<file path="src/rtl/btb_update_ctrl.sv">
// BTB update controller: queues resolved branches and applies each as a read-modify-write on the shared BTB port.
// Define BTB_STATS_EN to enable the stat_upd/stat_alloc/stat_drop counters (otherwise tied to zero).
module btb_update_ctrl #(
    parameter int DEPTH     = 4,
    parameter int IDX_W     = 4,
    parameter int MAX_DEFER = 8
) (
    input  logic                 clk,
    input  logic                 rst_n,
    input  logic                 upd_valid,
    input  logic [15:0]          upd_pc,
    input  logic [15:0]          upd_target,
    input  logic                 upd_taken,
    output logic                 upd_full,
    input  logic                 fetch_req,
    input  logic [IDX_W-1:0]     fetch_idx,
    output logic                 fetch_stall,
    output logic                 btb_rd,
    output logic                 btb_wr,
    output logic [IDX_W-1:0]     btb_addr,
    input  logic [34-IDX_W-1:0]  btb_rdata,
    output logic [34-IDX_W-1:0]  btb_wdata,
    output logic [15:0]          stat_upd,
    output logic [15:0]          stat_alloc,
    output logic [15:0]          stat_drop
);
    localparam int TAG_W = 15 - IDX_W;
    localparam int RD_W  = 34 - IDX_W;
    localparam int PTR_W = (DEPTH > 1) ? $clog2(DEPTH) : 1;
    localparam int CNT_W = PTR_W + 1;
    localparam int DEF_W = $clog2(MAX_DEFER + 1);

    typedef enum logic {S_IDLE, S_MODIFY} state_t;

    state_t             r_state;
    state_t             w_state_nxt;
    logic [DEF_W-1:0]   r_defer;
    logic [DEF_W-1:0]   w_defer_nxt;
    logic [CNT_W-1:0]   r_count;
    logic [CNT_W-1:0]   w_count_nxt;
    logic [PTR_W-1:0]   r_wr_ptr;
    logic [PTR_W-1:0]   r_rd_ptr;
    logic               r_full;

    logic [15:1]        r_pc_q  [DEPTH];
    logic [15:0]        r_tgt_q [DEPTH];
    logic [DEPTH-1:0]   r_tkn_q;

    logic               w_push;
    logic               w_pop;
    logic               w_empty;
    logic               w_grant_upd;
    logic [15:1]        w_head_pc;
    logic [IDX_W-1:0]   w_head_idx;
    logic [TAG_W-1:0]   w_head_tag;
    logic [15:0]        w_head_tgt;
    logic               w_head_tkn;
    logic               w_rd_valid;
    logic [TAG_W-1:0]   w_rd_tag;
    logic [15:0]        w_rd_tgt;
    logic [1:0]         w_rd_ctr;
    logic               w_hit;
    logic [1:0]         w_ctr_nxt;
    logic               w_unused_pc0;

    assign w_unused_pc0 = upd_pc[0];

    assign w_push  = upd_valid && !r_full;
    assign w_pop   = (r_state == S_MODIFY);
    assign w_empty = (r_count == '0);
    assign upd_full = r_full;

    assign w_head_pc  = r_pc_q[r_rd_ptr];
    assign w_head_idx = w_head_pc[IDX_W:1];
    assign w_head_tag = w_head_pc[15:IDX_W+1];
    assign w_head_tgt = r_tgt_q[r_rd_ptr];
    assign w_head_tkn = r_tkn_q[r_rd_ptr];

    assign w_rd_valid = btb_rdata[RD_W-1];
    assign w_rd_tag   = btb_rdata[RD_W-2 -: TAG_W];
    assign w_rd_tgt   = btb_rdata[17:2];
    assign w_rd_ctr   = btb_rdata[1:0];
    assign w_hit      = w_rd_valid && (w_rd_tag == w_head_tag);

    always_comb begin
        w_ctr_nxt = w_rd_ctr;
        if (w_head_tkn) begin
            if (w_rd_ctr != 2'b11) w_ctr_nxt = w_rd_ctr + 2'd1;
        end else begin
            if (w_rd_ctr != 2'b00) w_ctr_nxt = w_rd_ctr - 2'd1;
        end
    end

    // The update wins the port when IF is quiet or has already deferred it MAX_DEFER times.
    assign w_grant_upd = !w_empty && (!fetch_req || (r_defer == DEF_W'(MAX_DEFER)));

    always_comb begin
        case ({w_push, w_pop})
            2'b10:   w_count_nxt = r_count + CNT_W'(1);
            2'b01:   w_count_nxt = r_count - CNT_W'(1);
            default: w_count_nxt = r_count;
        endcase
    end

    always_ff @(posedge clk or negedge rst_n) begin
        if (!rst_n) begin
            r_state  <= S_IDLE;
            r_defer  <= '0;
            r_count  <= '0;
            r_wr_ptr <= '0;
            r_rd_ptr <= '0;
            r_full   <= 1'b0;
        end else begin
            r_state  <= w_state_nxt;
            r_defer  <= w_defer_nxt;
            r_count  <= w_count_nxt;
            r_full   <= (w_count_nxt == CNT_W'(DEPTH));
            if (w_push) r_wr_ptr <= r_wr_ptr + PTR_W'(1);
            if (w_pop)  r_rd_ptr <= r_rd_ptr + PTR_W'(1);
        end
    end

    always_ff @(posedge clk) begin
        if (w_push) begin
            r_pc_q[r_wr_ptr]  <= upd_pc[15:1];
            r_tgt_q[r_wr_ptr] <= upd_target;
            r_tkn_q[r_wr_ptr] <= upd_taken;
        end
    end

    always_comb begin
        w_state_nxt = r_state;
        w_defer_nxt = r_defer;
        case (r_state)
            S_IDLE: begin
                if (w_grant_upd) begin
                    w_state_nxt = S_MODIFY;
                    w_defer_nxt = '0;
                end else if (!w_empty && fetch_req) begin
                    w_defer_nxt = r_defer + DEF_W'(1);
                end
            end
            S_MODIFY: w_state_nxt = S_IDLE;
            default:  w_state_nxt = S_IDLE;
        endcase
    end

    always_comb begin
        fetch_stall = 1'b0;
        btb_rd      = 1'b0;
        btb_wr      = 1'b0;
        btb_addr    = fetch_idx;
        btb_wdata   = '0;
        case (r_state)
            S_IDLE: begin
                if (w_grant_upd) begin
                    btb_rd      = 1'b1;
                    btb_addr    = w_head_idx;
                    fetch_stall = fetch_req;
                end else begin
                    btb_rd = fetch_req;
                end
            end
            S_MODIFY: begin
                fetch_stall = fetch_req;
                btb_addr    = w_head_idx;
                btb_wr      = w_hit || w_head_tkn;
                if (w_hit)
                    btb_wdata = {1'b1, w_head_tag, (w_head_tkn ? w_head_tgt : w_rd_tgt), w_ctr_nxt};
                else
                    btb_wdata = {1'b1, w_head_tag, w_head_tgt, 2'b10};
            end
            default: ;
        endcase
    end

`ifdef BTB_STATS_EN
    logic [15:0] r_stat_upd;
    logic [15:0] r_stat_alloc;
    logic [15:0] r_stat_drop;

    always_ff @(posedge clk or negedge rst_n) begin
        if (!rst_n) begin
            r_stat_upd   <= '0;
            r_stat_alloc <= '0;
            r_stat_drop  <= '0;
        end else begin
            if (w_pop && (r_stat_upd != '1))
                r_stat_upd <= r_stat_upd + 16'd1;
            if (w_pop && !w_hit && w_head_tkn && (r_stat_alloc != '1))
                r_stat_alloc <= r_stat_alloc + 16'd1;
            if (upd_valid && r_full && (r_stat_drop != '1))
                r_stat_drop <= r_stat_drop + 16'd1;
        end
    end

    assign stat_upd   = r_stat_upd;
    assign stat_alloc = r_stat_alloc;
    assign stat_drop  = r_stat_drop;
`else
    assign stat_upd   = '0;
    assign stat_alloc = '0;
    assign stat_drop  = '0;
`endif

endmodule
</file>
<file path="config.mk">
export PLATFORM = sky130hd
export DESIGN_NAME = btb_update_ctrl
export DESIGN_NICKNAME = d
export VERILOG_FILES = /design/src/rtl/btb_update_ctrl.sv
export SDC_FILE = /design/constraint.sdc
export NUM_CORES = 1
export LEC_CHECK = 0
export ABC_AREA = 1
export BUFFER_PORTS_ARGS = -buffer_cell sky130_fd_sc_hd__buf_2
export CORE_AREA = 2 2 173 107
export DETAILED_ROUTE_END_ITERATION = 12
export DIE_AREA = 0 0 175 109
export PLACE_DENSITY_LB_ADDON = 0.12
export SYNTH_ARGS = -nofsm -noshare
export SYNTH_HDL_FRONTEND = slang
export SYNTH_SLANG_ARGS = --single-unit
</file>
<file path="constraint.sdc">
create_clock -name clk -period 2.82 [get_ports clk]
set_clock_uncertainty 0.05 [all_clocks]
set_input_delay 0.564 -clock clk [delete_from_list [all_inputs] [get_ports clk]]
set_output_delay 0.564 -clock clk [all_outputs]
set_load 0.005 [all_outputs]
</file>
==> key figures <==
Place
  – Final HPWL from detailed placement: 11100 µm
  – Cells after DPL: 1004
  – Buffers on Ports: 107
  – Gp weighted congestion: 0.7753

Timing
  – RSZ-0062 raised after global routing: yes
  – Setup ws final: -0.2162 ns
  – Final critical-path required period: 3.036 ns
  – Hold slack: 0.3072 ns
  – Hold Vio Cnt, Final: 0
  – Max-slew violations: 0
  – Worst-margin pin slew: 0.5645 ns
  – Relative slew slack: 62.33%
  – Fmax achieved: 329.4 MHz
  – Final period util: 107.7%
  – Final setup vio count: 19

Setup path
  – FF-to-FF End: upd_full$_DFF_PN0_
  – Critical path data required time: 2.21 ns
  – Critical Path Source Type: register
  – Critical path data arrival time: 2.42 ns
  – Reg2Reg Launch Point: r_state$_DFF_PN0_
  – Crit Path Class: reg -> out
  – CP Capture Type: output pin
  – Maximum fanout along the worst path: 6
  – Reg2Reg Depth: 7
  – R2R Setup Slk: 0.79 ns

Yosys
  – Area contributors post-synth: edfxtp_1 (56%), nand2_1 (7.6%), buf_4 (5.4%)
  – Avg Cell Area, Syn: 10.45 µm²
  – Gate count of the mapped netlist: 661
  – Yosys warning total: 0
  – Synth Flop Type: edfxtp_1
  – Cell area after synthesis: 6910 µm²
  – Flop and latch count out of synthesis: 141
  – Yosys top cell area share: 55.62%
  – EDFF count, synth: 128
  – Register area share after synthesis: 60.33%
  – Asr flop ratio synth: 9.220%
  – Netlist cell types: 36
  – Most common cell in the synthesized netlist: nand2_1
  – Synth area leader: edfxtp_1
  – Top post-synthesis cells by count: nand2_1 (140), edfxtp_1 (128), nor2_1 (63)

Run status
  – Status: finished with violations
  – Violated checks: negative setup slack

Drt
  – Drt wl/cell: 15.83 µm
  – DRC: 0
  – First-pass DRT Iterations: 5
  – Drt total wl: 17000 µm
  – Antenna-violating nets left: 0
  – Initial drt markers: 350
  – Via count: 5065
  – Vias per cell: 4.716

GRT
  – Global-route wire length before repair: 26090 µm
  – Vias in the first global route: 4771
  – Initial antenna violation count: 2
  – Gr usage total: 18.24%
  – Largest net degree at the start of global routing: 27
  – GRT overflow: 0

Cells and area
  – Share of layout cells above drive strength 1: 35.58%
  – Area grow syn2layout: 28.73%
  – Net count, final: 898
  – Non-Filler Instances: 1074

CTS
  – Clock Pin Slew Worst Setup and Hold Paths: 0.07 ns
  – TritonCTS clock tree: done
  – H-Tree Depth: 4
  – Number of clock buffers inserted by TritonCTS: 17
  – Clock tree root buffer cell: clkbuf_16
  – Clock sinks: 141
  – Clock Path Buffers: 2
  – Later-pin clock latency in the skew report: 0.41 ns

Floorplan
  – Core ar.: 17640 µm²
  – # IOs: 157
  – Initial core utilization: 39.18%
  – Site row count: 38
  – Die Y: 109 µm
  – Die area: 19080 µm²
  – Die X: 175 µm

Power
  – VDD IR max: 0.3906 mV
  – Logic pwr share: 46.6%
  – Clk pwr share: 22.3%
  – Seq pwr share: 31.1%
  – P_leak: 3.727 nW
  – Switching Share: 39.02%
  – Switching pwr: 3.647 mW
  – P_int: 5.700 mW
  – PwrDens: 1051 nW/µm²

Hold path
  – Min-Delay Path Class: in -> reg
  – Hold path depth: 1
  – Hold endpoint: r_tgt_q[1][14]$_DFFE_PP_
  – Hold path start: upd_target[14]

Run
  – MaxCap Viol Count: 0
## layer usage
| layer | up-vias | wire length, µm | global-route usage (%) |
|---|---|---|---|
| li1 | 2472 | - | - |
| met4 | 0 | 143 | 5.000 |
| met2 | 150 | 7981 | 28.94 |
| met1 | 2429 | 7931 | 25.19 |
| met5 | - | 0 | 0 |
| met3 | 14 | 943 | 4.463 |
## state kept, by name (all words and copies together) (netlist names)
name,flops
r_tgt_q,64
r_pc_q,60
r_tkn_q,4
r_rd_ptr,2
r_wr_ptr,2
r_defer,4
upd_full,1
r_state,1
r_count,3
## how the worst max path moves through the flow
stage | startpoint | endpoint | depth (start not counted)
2_1_floorplan | upd_valid | r_pc_q[0][0]$_DFFE_PP_ | 2
3_3_place_gp | r_rd_ptr[0]$_DFFE_PN0P_ | btb_wdata[16] | 14
3_5_place_dp | r_rd_ptr[0]$_DFFE_PN0P_ | btb_wdata[12] | 14
4_1_cts | r_rd_ptr[0]$_DFFE_PN0P_ | btb_wdata[12] | 15
5_1_grt | r_rd_ptr[0]$_DFFE_PN0P_ | btb_wdata[9] | 17
6_report | r_rd_ptr[0]$_DFFE_PN0P_ | btb_wdata[12] | 17
## per-stage QoR
step | utilization, % | power [mW] | TNS (ns) | area, µm² | worst slack (ns)
after global routing | 50.40 | 9.978 | -6.278 | 8891 | -0.3560
after CTS | 49.90 | 9.286 | -3.215 | 8802 | -0.2153
after global placement | 43.72 | 6.392 | 0 | 7711 | 0.1918
after detailed placement | 43.72 | 6.484 | 0 | 7711 | 0.1499
final | 50.43 | 9.348 | -3.307 | 8896 | -0.2162
after floorplan | - | 5.271 | 0 | 7087 | 0.2504
## layout make-up
class,instances,area [µm²]
Clock buffer,17,425.4
Fill cell,1642,8743
Antenna cell,2,5.005
Tap cell,240,300.3
Timing Repair Buffer,168,1267
Multi-Input combinational cell,445,2416
Inverter,46,181.4
Sequential cell,141,4170
Clock inverter,15,130.1
## power groups by stage
stage | clock network [mW] | registers, mW | logic (mW)
floorplan | 0 | 2.91 | 2.36
global placement | 0 | 2.91 | 3.48
detailed placement | 0 | 2.92 | 3.56
CTS | 2.11 | 2.89 | 4.28
global route | 2.21 | 2.95 | 4.82
finish | 2.08 | 2.91 | 4.36
## critical path: stages (launching register included)
cell and delay (ns):
dfrtp_2 0.45, inv_6 0.14, buf_12 0.14, nand2_1 0.06
nand3_2 0.08, nand2_2 0.07, nand2_2 0.06, nand2_1 0.06
inv_2 0.06, nand2_2 0.06, nor2_4 0.10, nand3_4 0.10
nor2_8 0.15, buf_12 0.13, buf_12 0.11, nor2_2 0.04
nor2_2 0.08, buf_2 0.11
## layout by cell type (no fill, tap or decap), types with 4 or more instances in the layout
cell type   netlist  layout
edfxtp_1        128     128
nand2_1         140     121
buf_2             7     107
nor2_1           63      58
conb_1            1      48
buf_4            50      40
a21oi_1          38      38
inv_1            41      37
nand3_1          49      37
nand2_2           8      26
nor2_2           21      21
nand3_2           8      20
clkbuf_16         0      17
a22oi_1          16      16
o21ai_0          19      15
buf_12            1      15
dfrtp_1          13      12
nor2_4            3       8
inv_2             5       7
ha_1              7       6
clkinvlp_4        0       5
inv_6             0       4
o221ai_2          0       4
o21ai_1           0       4
clkinv_4          0       4
buf_16            0       4
## kinds of logic after synthesis
| kind of cell | after synthesis | synth area share (%) |
|---|---|---|
| AOI/OAI and AO/OA | 80 | 6.663 |
| and+or+nand+nor | 303 | 20.24 |
| DFF | 141 | 60.33 |
| adders and majority gates | 9 | 1.720 |
| xor gates and xnor gates | 5 | 0.6338 |
| other | 1 | 0.05427 |
| buffers and inverters | 122 | 10.36 |
## timing repair
| item | in CTS | in global routing |
|---|---|---|
| hold buffers | 1 | 0 |
| pin swaps | 1 | 4 |
| cloned | 4 | 0 |
| setup endpoints to repair | 23 | 24 |
| gates resized for setup | 52 | 17 |
| setup buffers | 28 | 3 |
| hold endpoints to repair | 13 | 0 |
Power figures use the tool's default switching activity.
